<file path="config.mk">
export PLATFORM = sky130hd
export DESIGN_NAME = param_sequencer_core_flat
export DESIGN_NICKNAME = d
export VERILOG_FILES = /design/src/rtl/param_sequencer_core_if.sv /design/src/rtl/param_sequencer_core.sv /design/src/flat_wrapper.sv
export SDC_FILE = /design/constraint.sdc
export NUM_CORES = 2
export LEC_CHECK = 0
export CORE_MARGIN = 2
export CORE_UTILIZATION = 47
export CTS_CLUSTER_SIZE = 28
export DETAILED_ROUTE_END_ITERATION = 8
export GPL_ROUTABILITY_DRIVEN = 0
export PLACE_DENSITY = 0.73
export REMOVE_ABC_BUFFERS = 1
export SLEW_MARGIN = 20
export SYNTH_ARGS = -nofsm -noshare
export SYNTH_HDL_FRONTEND = slang
export SYNTH_SLANG_ARGS = --single-unit
</file>
<file path="constraint.sdc">
create_clock -name clock -period 3.1 [get_ports clock]
set_input_delay 0.62 -clock clock [delete_from_list [all_inputs] [get_ports clock]]
set_output_delay 0.62 -clock clock [all_outputs]
set_load 0.03 [all_outputs]
</file>
<file path="src/rtl/param_sequencer_core_if.sv">
// Command bus of the pattern sequencer.
//   cmd_valid : a command word is present
//   cmd_ready : the sequencer accepts the word this cycle
//   cmd_data  : [31:28] opcode, [27:16] address, [15:0] data
// master modport drives commands, slave modport is the sequencer side.
interface param_sequencer_core_if;
  logic        cmd_valid;
  logic        cmd_ready;
  logic [31:0] cmd_data;

  modport master (output cmd_valid, output cmd_data, input cmd_ready);
  modport slave  (input cmd_valid, input cmd_data, output cmd_ready);
endinterface

</file>
<file path="src/rtl/param_sequencer_core.sv">
// Per-channel driver pattern sequencer.
// Steps through DEPTH-entry enable/state pattern memories, holding each step for
// `period` cycles followed by a one-cycle all-off dead-time, optionally looping.
// Ports:
//   clock, reset_n        : rising-edge clock, asynchronous active-low reset
//   cmd                   : command bus (slave modport), always ready out of reset
//   control_trigger       : synchronous start request, rising-edge detected
//   driver_io             : {p,n} pair per channel at [2i+1:2i], registered
//   update_cycle_complete : one-cycle pulse while in DONE of a non-looping run
//   busy                  : sequencer not idle
//   cmd_error             : one-cycle pulse after a rejected command
module param_sequencer_core #(
  parameter int unsigned NUM_CH  = 16,
  parameter int unsigned DEPTH   = 64,
  parameter int unsigned TIMER_W = 16
) (
  input  logic                  clock,
  input  logic                  reset_n,
  param_sequencer_core_if.slave cmd,
  input  logic                  control_trigger,
  output logic [2*NUM_CH-1:0]   driver_io,
  output logic                  update_cycle_complete,
  output logic                  busy,
  output logic                  cmd_error
);

  localparam int unsigned AW = (DEPTH > 1) ? $clog2(DEPTH) : 1;

  localparam logic [3:0] OP_EN    = 4'h1;
  localparam logic [3:0] OP_ST    = 4'h2;
  localparam logic [3:0] OP_CFG   = 4'h3;
  localparam logic [3:0] OP_START = 4'h4;
  localparam logic [3:0] OP_STOP  = 4'h5;

  typedef enum logic [1:0] {IDLE, RUN, GAP, DONE} state_e;

  logic [NUM_CH-1:0]   enable_mem [DEPTH];
  logic [NUM_CH-1:0]   state_mem  [DEPTH];

  state_e              state_q;
  logic [AW-1:0]       step_q;
  logic [AW-1:0]       last_step_q;
  logic [TIMER_W-1:0]  timer_q;
  logic [TIMER_W-1:0]  period_q;
  logic [NUM_CH-1:0]   invert_q;
  logic [1:0]          mode_q;     // bit0 loop, bit1 arm
  logic                trig_q;
  logic [2*NUM_CH-1:0] driver_q;
  logic [2*NUM_CH-1:0] driver_d;
  logic                ucc_q;
  logic                err_q;

  logic                accept;
  logic [3:0]          opcode;
  logic [11:0]         cfg_addr;
  logic [AW-1:0]       mem_addr;
  logic [15:0]         data;
  logic                is_start;
  logic                is_stop;
  logic                trig_edge;
  logic [TIMER_W-1:0]  timer_reload;
  logic [AW-1:0]       last_step_wr;
  logic                unused_cmd_bits;

  assign cmd.cmd_ready = reset_n;
  assign accept        = cmd.cmd_valid & cmd.cmd_ready;
  assign opcode        = cmd.cmd_data[31:28];
  assign cfg_addr      = cmd.cmd_data[27:16];
  assign mem_addr      = cmd.cmd_data[16 +: AW];
  assign data          = cmd.cmd_data[15:0];
  assign is_start      = accept && (opcode == OP_START);
  assign is_stop       = accept && (opcode == OP_STOP);
  assign trig_edge     = control_trigger & ~trig_q;
  assign unused_cmd_bits = ^cmd.cmd_data;

  // A zero period behaves as a one-cycle step.
  assign timer_reload = (period_q == '0) ? '0 : period_q - TIMER_W'(1);
  assign last_step_wr = (32'(data) >= DEPTH) ? AW'(DEPTH - 1) : data[AW-1:0];

  // Pattern memories are not reset; writes are legal in every state.
  always_ff @(posedge clock) begin
    if (accept && (opcode == OP_EN)) enable_mem[mem_addr] <= data[NUM_CH-1:0];
    if (accept && (opcode == OP_ST)) state_mem[mem_addr]  <= data[NUM_CH-1:0];
  end

  // Outputs track the state/step of the previous cycle, so a new step shows up
  // one cycle after the step register moves and GAP/DONE show all-off pairs.
  always_comb begin
    driver_d = '0;
    if (state_q == RUN) begin
      for (int unsigned i = 0; i < NUM_CH; i++) begin
        if (enable_mem[step_q][i])
          driver_d[2*i +: 2] = (state_mem[step_q][i] ^ invert_q[i]) ? 2'b10 : 2'b01;
      end
    end
  end

  always_ff @(posedge clock or negedge reset_n) begin
    if (!reset_n) begin
      state_q     <= IDLE;
      step_q      <= '0;
      last_step_q <= '0;
      timer_q     <= '0;
      period_q    <= TIMER_W'(1);
      invert_q    <= '0;
      mode_q      <= '0;
      trig_q      <= 1'b0;
      driver_q    <= '0;
      ucc_q       <= 1'b0;
      err_q       <= 1'b0;
    end else begin
      trig_q   <= control_trigger;
      driver_q <= driver_d;
      ucc_q    <= 1'b0;
      err_q    <= 1'b0;

      if (accept) begin
        case (opcode)
          OP_CFG: begin
            if (state_q == IDLE) begin
              case (cfg_addr)
                12'd0:   period_q    <= TIMER_W'(data);
                12'd1:   last_step_q <= last_step_wr;
                12'd2:   invert_q    <= data[NUM_CH-1:0];
                12'd3:   mode_q      <= data[1:0];
                default: ;
              endcase
            end else begin
              err_q <= 1'b1;
            end
          end
          OP_START: if ((state_q == IDLE) && !mode_q[1]) err_q <= 1'b1;
          OP_EN, OP_ST, OP_STOP: ;
          default: err_q <= 1'b1;
        endcase
      end

      // Stop wins over everything, including a start or trigger in the same cycle.
      if (is_stop) begin
        state_q  <= IDLE;
        driver_q <= '0;
      end else begin
        case (state_q)
          IDLE: begin
            if (mode_q[1] && (is_start || trig_edge)) begin
              state_q <= RUN;
              step_q  <= '0;
              timer_q <= timer_reload;
            end
          end
          RUN: begin
            if (timer_q == '0) state_q <= GAP;
            else               timer_q <= timer_q - TIMER_W'(1);
          end
          GAP: begin
            if (step_q < last_step_q) begin
              state_q <= RUN;
              step_q  <= step_q + AW'(1);
              timer_q <= timer_reload;
            end else if (mode_q[0]) begin
              state_q <= RUN;
              step_q  <= '0;
              timer_q <= timer_reload;
            end else begin
              state_q <= DONE;
              ucc_q   <= 1'b1;
            end
          end
          DONE:    state_q <= IDLE;
          default: state_q <= IDLE;
        endcase
      end
    end
  end

  assign driver_io             = driver_q;
  assign update_cycle_complete = ucc_q;
  assign busy                  = (state_q != IDLE);
  assign cmd_error             = err_q;

endmodule

</file>
<file path="src/flat_wrapper.sv">
// flat-port wrapper written by rule: the top's interface ports become plain ports
module param_sequencer_core_flat 
#(
  parameter int unsigned NUM_CH  = 16,
  parameter int unsigned DEPTH   = 64,
  parameter int unsigned TIMER_W = 16
)
  (clock, reset_n, control_trigger, driver_io, update_cycle_complete, busy, cmd_error, cmd_cmd_valid, cmd_cmd_data, cmd_cmd_ready);
  param_sequencer_core_if cmd_i ();
  input  logic clock;
  input  logic reset_n;
  input  logic control_trigger;
  output logic [2*NUM_CH-1:0] driver_io;
  output logic update_cycle_complete;
  output logic busy;
  output logic cmd_error;
  input wire logic [$bits(cmd_i.cmd_valid)-1:0] cmd_cmd_valid;
  input wire logic [$bits(cmd_i.cmd_data)-1:0] cmd_cmd_data;
  output wire logic [$bits(cmd_i.cmd_ready)-1:0] cmd_cmd_ready;
  assign cmd_i.cmd_valid = cmd_cmd_valid;
  assign cmd_i.cmd_data = cmd_cmd_data;
  assign cmd_cmd_ready = cmd_i.cmd_ready;
  param_sequencer_core #(.NUM_CH(NUM_CH), .DEPTH(DEPTH), .TIMER_W(TIMER_W)) u_core (.clock(clock), .reset_n(reset_n), .cmd(cmd_i), .control_trigger(control_trigger), .driver_io(driver_io), .update_cycle_complete(update_cycle_complete), .busy(busy), .cmd_error(cmd_error));
endmodule
</file>
# Word-level counts from Yosys, hierarchy flattened

Memory sizes are Yosys's and may differ from the RTL's.
Cells that the tools add are included.
Widths: inputs -> output; s select.

Register bits after elaboration: 99
Bits in writable memories: 2048
Input port bits: 36
Output and inout port bits: 36
Logic and storage cells: 140
Memories: 2

Memories:

| name              | words | width | rd ports | clocked after Yosys merged registers in | write ports | RTL line                   | text |
|---|---|---|---|---|---|---|---|
| u_core.enable_mem | 64    | 16    | 1        | 0                                       | 1           | param_sequencer_core.sv:37 | `logic [NUM_CH-1:0] enable_mem [DEPTH];` |
| u_core.state_mem  | 64    | 16    | 1        | 0                                       | 1           | param_sequencer_core.sv:38 | `logic [NUM_CH-1:0] state_mem [DEPTH];` |

$add $sub $neg: 3
Order comparisons: 2
Equal/unequal tests: 16
Mux-type cells: 63
Bitwise gates (word level): 20
Reductions and logical operators: 23

Operators with widths:

| kind                  | number |
|---|---|
| $mux 16               | 5 |
| $mux 2                | 37 |
| $mux 32               | 2 |
| $pmux 16 s3           | 1 |
| $logic_not 16->1      | 2 |
| $sub 16x1->16 const B | 2 |
| $eq 12x2->1 const B   | 2 |
| $mux 6                | 4 |
| $reduce_and 4->1      | 5 |
| $ge 16x7->1 const B   | 1 |
| $xor 1x1->1           | 16 |
| $eq 12x1->1 const B   | 1 |
| $logic_not 12->1      | 1 |
| $pmux 6 s2            | 1 |
| $mux 1                | 11 |
| $eq 4x2->1 const B    | 2 |
| $eq 4x3->1 const B    | 2 |
| $pmux 2 s4            | 1 |
| $add 6x1->6 const B   | 1 |
| $logic_and 1x1->1     | 6 |
| $lt 6x6->1            | 1 |
| $ne 3x2->1 const B    | 2 |
| $reduce_and 5->1      | 1 |
| $eq 2x2->1 const B    | 2 |
| other kinds (14)      | 18 |

# Longest topological paths before layout

Depth after elaboration: 7
Depth in mapped cells: 13
Gate-level depth less buffers: 8

# Worst setup path after synthesis

No wires, ideal clock.

Kind: input to register
Start: in cmd_cmd_data[21]
End: mem u_core.enable_mem[32][0], enable pin
Setup time: 0.388 ns
Arrival time: 2.653 ns
Required time: 2.712 ns
Setup slack: 0.059 ns
Stages: 6
Path buffers: 3
Cells stage by stage: clkbuf_1 > or3b_2 > clkbuf_1 > or3_1 > clkbuf_1 > nor2_1

RTL lines:

| what        | RTL line                   | text |
|---|---|---|
| from (decl) | flat_wrapper.sv:18         | `input wire logic [$bits(cmd_i.cmd_data)-1:0] cmd_cmd_data;` |
| to (decl)   | param_sequencer_core.sv:37 |  |

Straight into the memory's write port.

# Final worst setup path

Start: reg u_core.step_q[5]
End: reg u_core.driver_q[25], in the netlist u_core.driver_io[25]

Cells in the longest elaborated chain, start to end: 6
Elaborated cells between the ends (all ways): 7
Classes of those cells: mux (4); bitwise (1); memory (2)

Ends and longest elaborated chain:

| what                   | RTL line                    | text |
|---|---|---|
| from (decl)            | param_sequencer_core.sv:41  | `logic [AW-1:0] step_q;` |
| from (signal assigned) | param_sequencer_core.sv:158 | `step_q <= step_q + AW'(1);` |
| $mem_v2 64x16          | --                          |  |
| $xor 1x1->1            | param_sequencer_core.sv:93  | `driver_d[2*i +: 2] = (state_mem[step_q][i] ^ invert_q[i]) ? 2'b10 : 2'b01;` |
| $mux 2                 | param_sequencer_core.sv:93  |  |
| $mux 2 (*)             | param_sequencer_core.sv:92  | `if (enable_mem[step_q][i])` |
| $mux 32 (*)            | param_sequencer_core.sv:90  | `if (state_q == RUN) begin` |
| $mux 32 (*)            | param_sequencer_core.sv:139 | `if (is_stop) begin` |
| to (signal assigned)   | param_sequencer_core.sv:113 | `driver_q <= driver_d;` |
| to (decl)              | param_sequencer_core.sv:48  | `logic [2*NUM_CH-1:0] driver_q;` |

Mark *: on every way between the ends. The rest lies on a longest branch, timed or not.
A chain may end at the register's enable or synchronous reset.

==> results.toml <==
[status]
outcome = "complete, but fails checks"
violations = "negative setup slack"

[final_layout]
fin_area_sq_um = 99500
syn_to_final_growth_pct = 18.8
layout.filler_cells = 12500
share_of_final_layout_standard_cells_stronger_than_drive_strength_1 = 0.295
final_net_count = 4852
layout.cells.non_filler = 7318

[global_routing]
layer_with_the_highest_usage = "met2"
grt_pass1_vias = 45000
global_route.usage.total = 0.256
globalRouteMet2Util = 0.400
grt_max_degree = 132
grt_antenna_before_repair = 15
use_met1 = 0.340
use_met3 = 0.0524
grt_overflow_total = 0
global_route_wire_length_before_repair_mm = 330

[power]
combPwrFrac = 0.162
share_seq_of_total_power = 0.481
power-per-cell-area_nw_per_um2 = 675
p_leak_nw = 31.7
clock_power_share = 0.357
post-layout-total-power_mw = 67.2
p_int_mw = 50.6
sw_frac_of_total = 0.247
max-vdd-ir-drop_mv = 0.570
netSwitchingPower_mw = 16.6

[die]
io_pins = 72
die_w_um = 426
rows = 154
dieArea_sq_um = 182000
floorplan.initialDensity = 0.474
core_region_area_sq_um = 177000
die_h_um = 426

[clock_tree]
path_clk_slew_ps = 60
number_of_cts_inserted_buffers = 199
cts_sinks = 2147
clk_root_buffer_cell = "clkbuf_16"
cts.htree.levels = 4
worst_skew_pair.late_latency_ps = 860
clk_path_buf_depth = 3
tritoncts_clock_tree = "yes"

[synthesis]
compound_gate_portion_of_the_synthesized_area = 0.0359
synth.ff_latch_count = 2147
postSynth.asyncResetShare = 0.0461
synth_top_family_by_area = "multiplexers"
synth_top_cell_area_share = 0.734
ys_types = 78
mappedNetlistArea_sq_um = 83800
synth.top_cells.by_area = "edfxtp_1 (73%), mux4_2 (11%), dfrtp_1 (2.9%)"
multiplexer_share_of_the_synthesized_area = 0.145
synth-warning-count = 0
synth_largest_area_cell = "edfxtp_1"
yosysSeqAreaShare = 0.764
synth_enable_flop_cells = 2048
area_share_of_and_or_nand_nor_cells_after_synthesis = 0.0328
netlist_instances = 4111
share_of_synthesized_cell_area_in_full_adder_half_adder_and_majority_cells = 0.00149
yosys.area_share.xor_xnor = 0.00293
postSynth.topFlopCell = "edfxtp_1"
postSynthAreaPerCell_sq_um = 20.4

[detailed_routing]
remaining_drc_errors = 0
route.vias.total = 45800
routed_len_inst_um = 31.7
wirelength_mm = 232
drtIter0Drc = 7190
first_pass_iters = 8
detail-route-antenna-nets = 0
routed_via_density = 6.26

[sta]
final_hold_viol_count = 0
period_minus_slack_ps = 3160
fmax_ghz = 0.316
finalSetupViolCount = 5
worst-slew-pin-transition_ps = 1270
worst_clock_skew_ps = 35.7
fin_crit_sh = 1.02
timing.max_slew.rel_slack = 0.151
drv_slew = 0
post-route-worst-setup-slack_ps = -62.6

[setup_path]
cp-start-kind = "flip-flop"
cp_data_arrival_time_ps = 3890
worstSetupPathType = "flip-flop to flip-flop"
critPathMaxFanout = 8
crit_path_end_kind = "flip-flop"
cp.required_ps = 3830

[place]
dp_cells = 6930
io_buffer_count = 71
placed_area_sq_um = 92800
dp.final_hpwl_mm = 152

[hold_path]
hp-class = "input port to flip-flop"

[flow_run]
maxCapViolations = 0
[cell type report]
| type | instances | area (sq um) | area share |
|---|---|---|---|
| inverter | 20 | 75.1 | 0.000754 |
| clock inverter | 104 | 1030 | 0.0104 |
| sequential | 2147 | 64000 | 0.643 |
| antenna | 11 | 27.5 | 0.000277 |
| multi-input combinational | 1727 | 18500 | 0.186 |
| clock buffer | 258 | 5340 | 0.0536 |
| timing repair buffer | 711 | 7610 | 0.0765 |
| tap | 2340 | 2930 | 0.0294 |
[power groups by stage]
| stage | combinational [mW] | clock, mW | sequential [mW] |
|---|---|---|---|
| after CTS | 10.7 | 24.2 | 32.3 |
| after global placement | 10.4 | 0 | 32.9 |
| after floorplan | 2.93 | 0 | 33.1 |
| after detailed placement | 10.6 | 0 | 32.9 |
| after global routing | 11.5 | 25.3 | 32.3 |
| final | 10.9 | 24.0 | 32.3 |
[state kept, by name, summed over array words and instances, names as in the netlist, 6 cells and up]
| signal | count |
|---|---|
| u_core.driver_io | 32 |
| u_core.enable_mem | 1024 |
| u_core.invert_q | 16 |
| u_core.last_step_q | 6 |
| u_core.period_q | 16 |
| u_core.state_mem | 1024 |
| u_core.step_q | 6 |
| u_core.timer_q | 16 |
[through the flow]
step                      setup TNS, ps  hold WS (ps)  utilization  setup WS, ps
final                              -158           234        0.563         -62.6
after global routing              -39.9           201        0.563         -20.8
after CTS                             0           180        0.562         0.263
after detailed placement        -627970           506        0.525          -875
after global placement          -708230           486        0.525          -759
after floorplan                 -941130           324            -        -18090
[critical path, cell delays in order, from the launching register on]
cell and delay (ps):
dfrtp_1 610, buf_4 260, nand2_1 330, nor2_1 660, o221ai_1 350, a21oi_1 220
or4_1 220, nor4_4 60, buf_12 160, and2_1 160
[logic make-up after synthesis]
group	after synthesis
flip-flops	2147
adder cells (fa/ha/maj)	10
multiplexers	669
buffers and inverters	237
AND/OR/NAND/NOR	569
XOR/XNOR	28
AO/OA/AOI/OAI	451
[cells in the final DEF, fill, tap and decap left out, drive strengths merged, types with 11 or more instances in the layout]
cell type and n:
nor2b 26, o21ai 70, or2 12, mux2i 197, edfxtp 2048, clkbuf 259, nand2 103, clkdlybuf4s50 54
buf 655, a21oi 62, a22oi 64, bufinv 15, inv 25, nand2b 22, nor3 38, o221ai 14
and2 14, clkinv 76, nor2 228, diode 11, a211oi 35, nand3 39, mux4 424, a31oi 27
mux2 48, xnor2 19, dfrtp 98, o22ai 101, nor4 18, or3 19
[metal layers]
metal,routed length (um),part of all wire,vias to the layer above
li1,-,-,18500
met1,82800,0.36,23600
met2,109000,0.47,3166
met3,25900,0.11,569
met4,14300,0.062,8
met5,50,0.00022,-
[timing repair]
item / in CTS / in global routing
cloned: 0 / 1
pin swaps: 0 / 1
endpoints found under the hold margin: 14 / 0
buffers inserted: 2 / 11
gates resized for setup: 21 / 21
endpoints found under the setup margin: 21 / 30
hold buffers: 1 / 0
[Yosys cell counts (5+ instances only)]
master	count
o21ai_0	68
xnor2_1	19
a22oi_1	64
buf_2	55
o22a_1	8
a22o_1	10
nand3_1	38
nor2b_1	26
buf_8	15
nor2_1	225
buf_4	24
a31oi_1	27
nor4_1	15
nor3_1	36
buf_1	11
dfrtp_1	98
or2_2	11
or4_1	7
mux4_1	23
clkbuf_1	76
and2_1	14
mux2i_1	197
edfxtp_1	2048
and3_1	10
inv_1	19
nand2_1	103
ha_1	10
a21oi_1	62
o22ai_1	101
nand2b_1	22
a311oi_1	8
a211oi_1	35
mux4_2	401
a221oi_1	10
nand4_1	6
buf_6	31
or3_1	19
o221ai_1	14
a2111oi_0	6
mux2_2	48
nand3b_1	9
xor2_1	9
and3b_1	5
[worst paths after layout]
check | startpoint | to | slack, ps | depth (start not counted)
max reg2reg | u_core.step_q[5] | u_core.driver_io[25] | -60 | 9
max in group asynchronous | reset_n | u_core.driver_io[18] | 1500 | 4
max | u_core.step_q[5] | u_core.driver_io[25] | -60 | 9
min | cmd_cmd_data[9] | u_core.state_mem[63][9] | 230 | 1
min reg2reg | u_core.timer_q[10] | u_core.timer_q[10] | 520 | 2
min in group asynchronous | reset_n | u_core.driver_io[9] | 450 | 3
(Power assumes the default switching activity.)
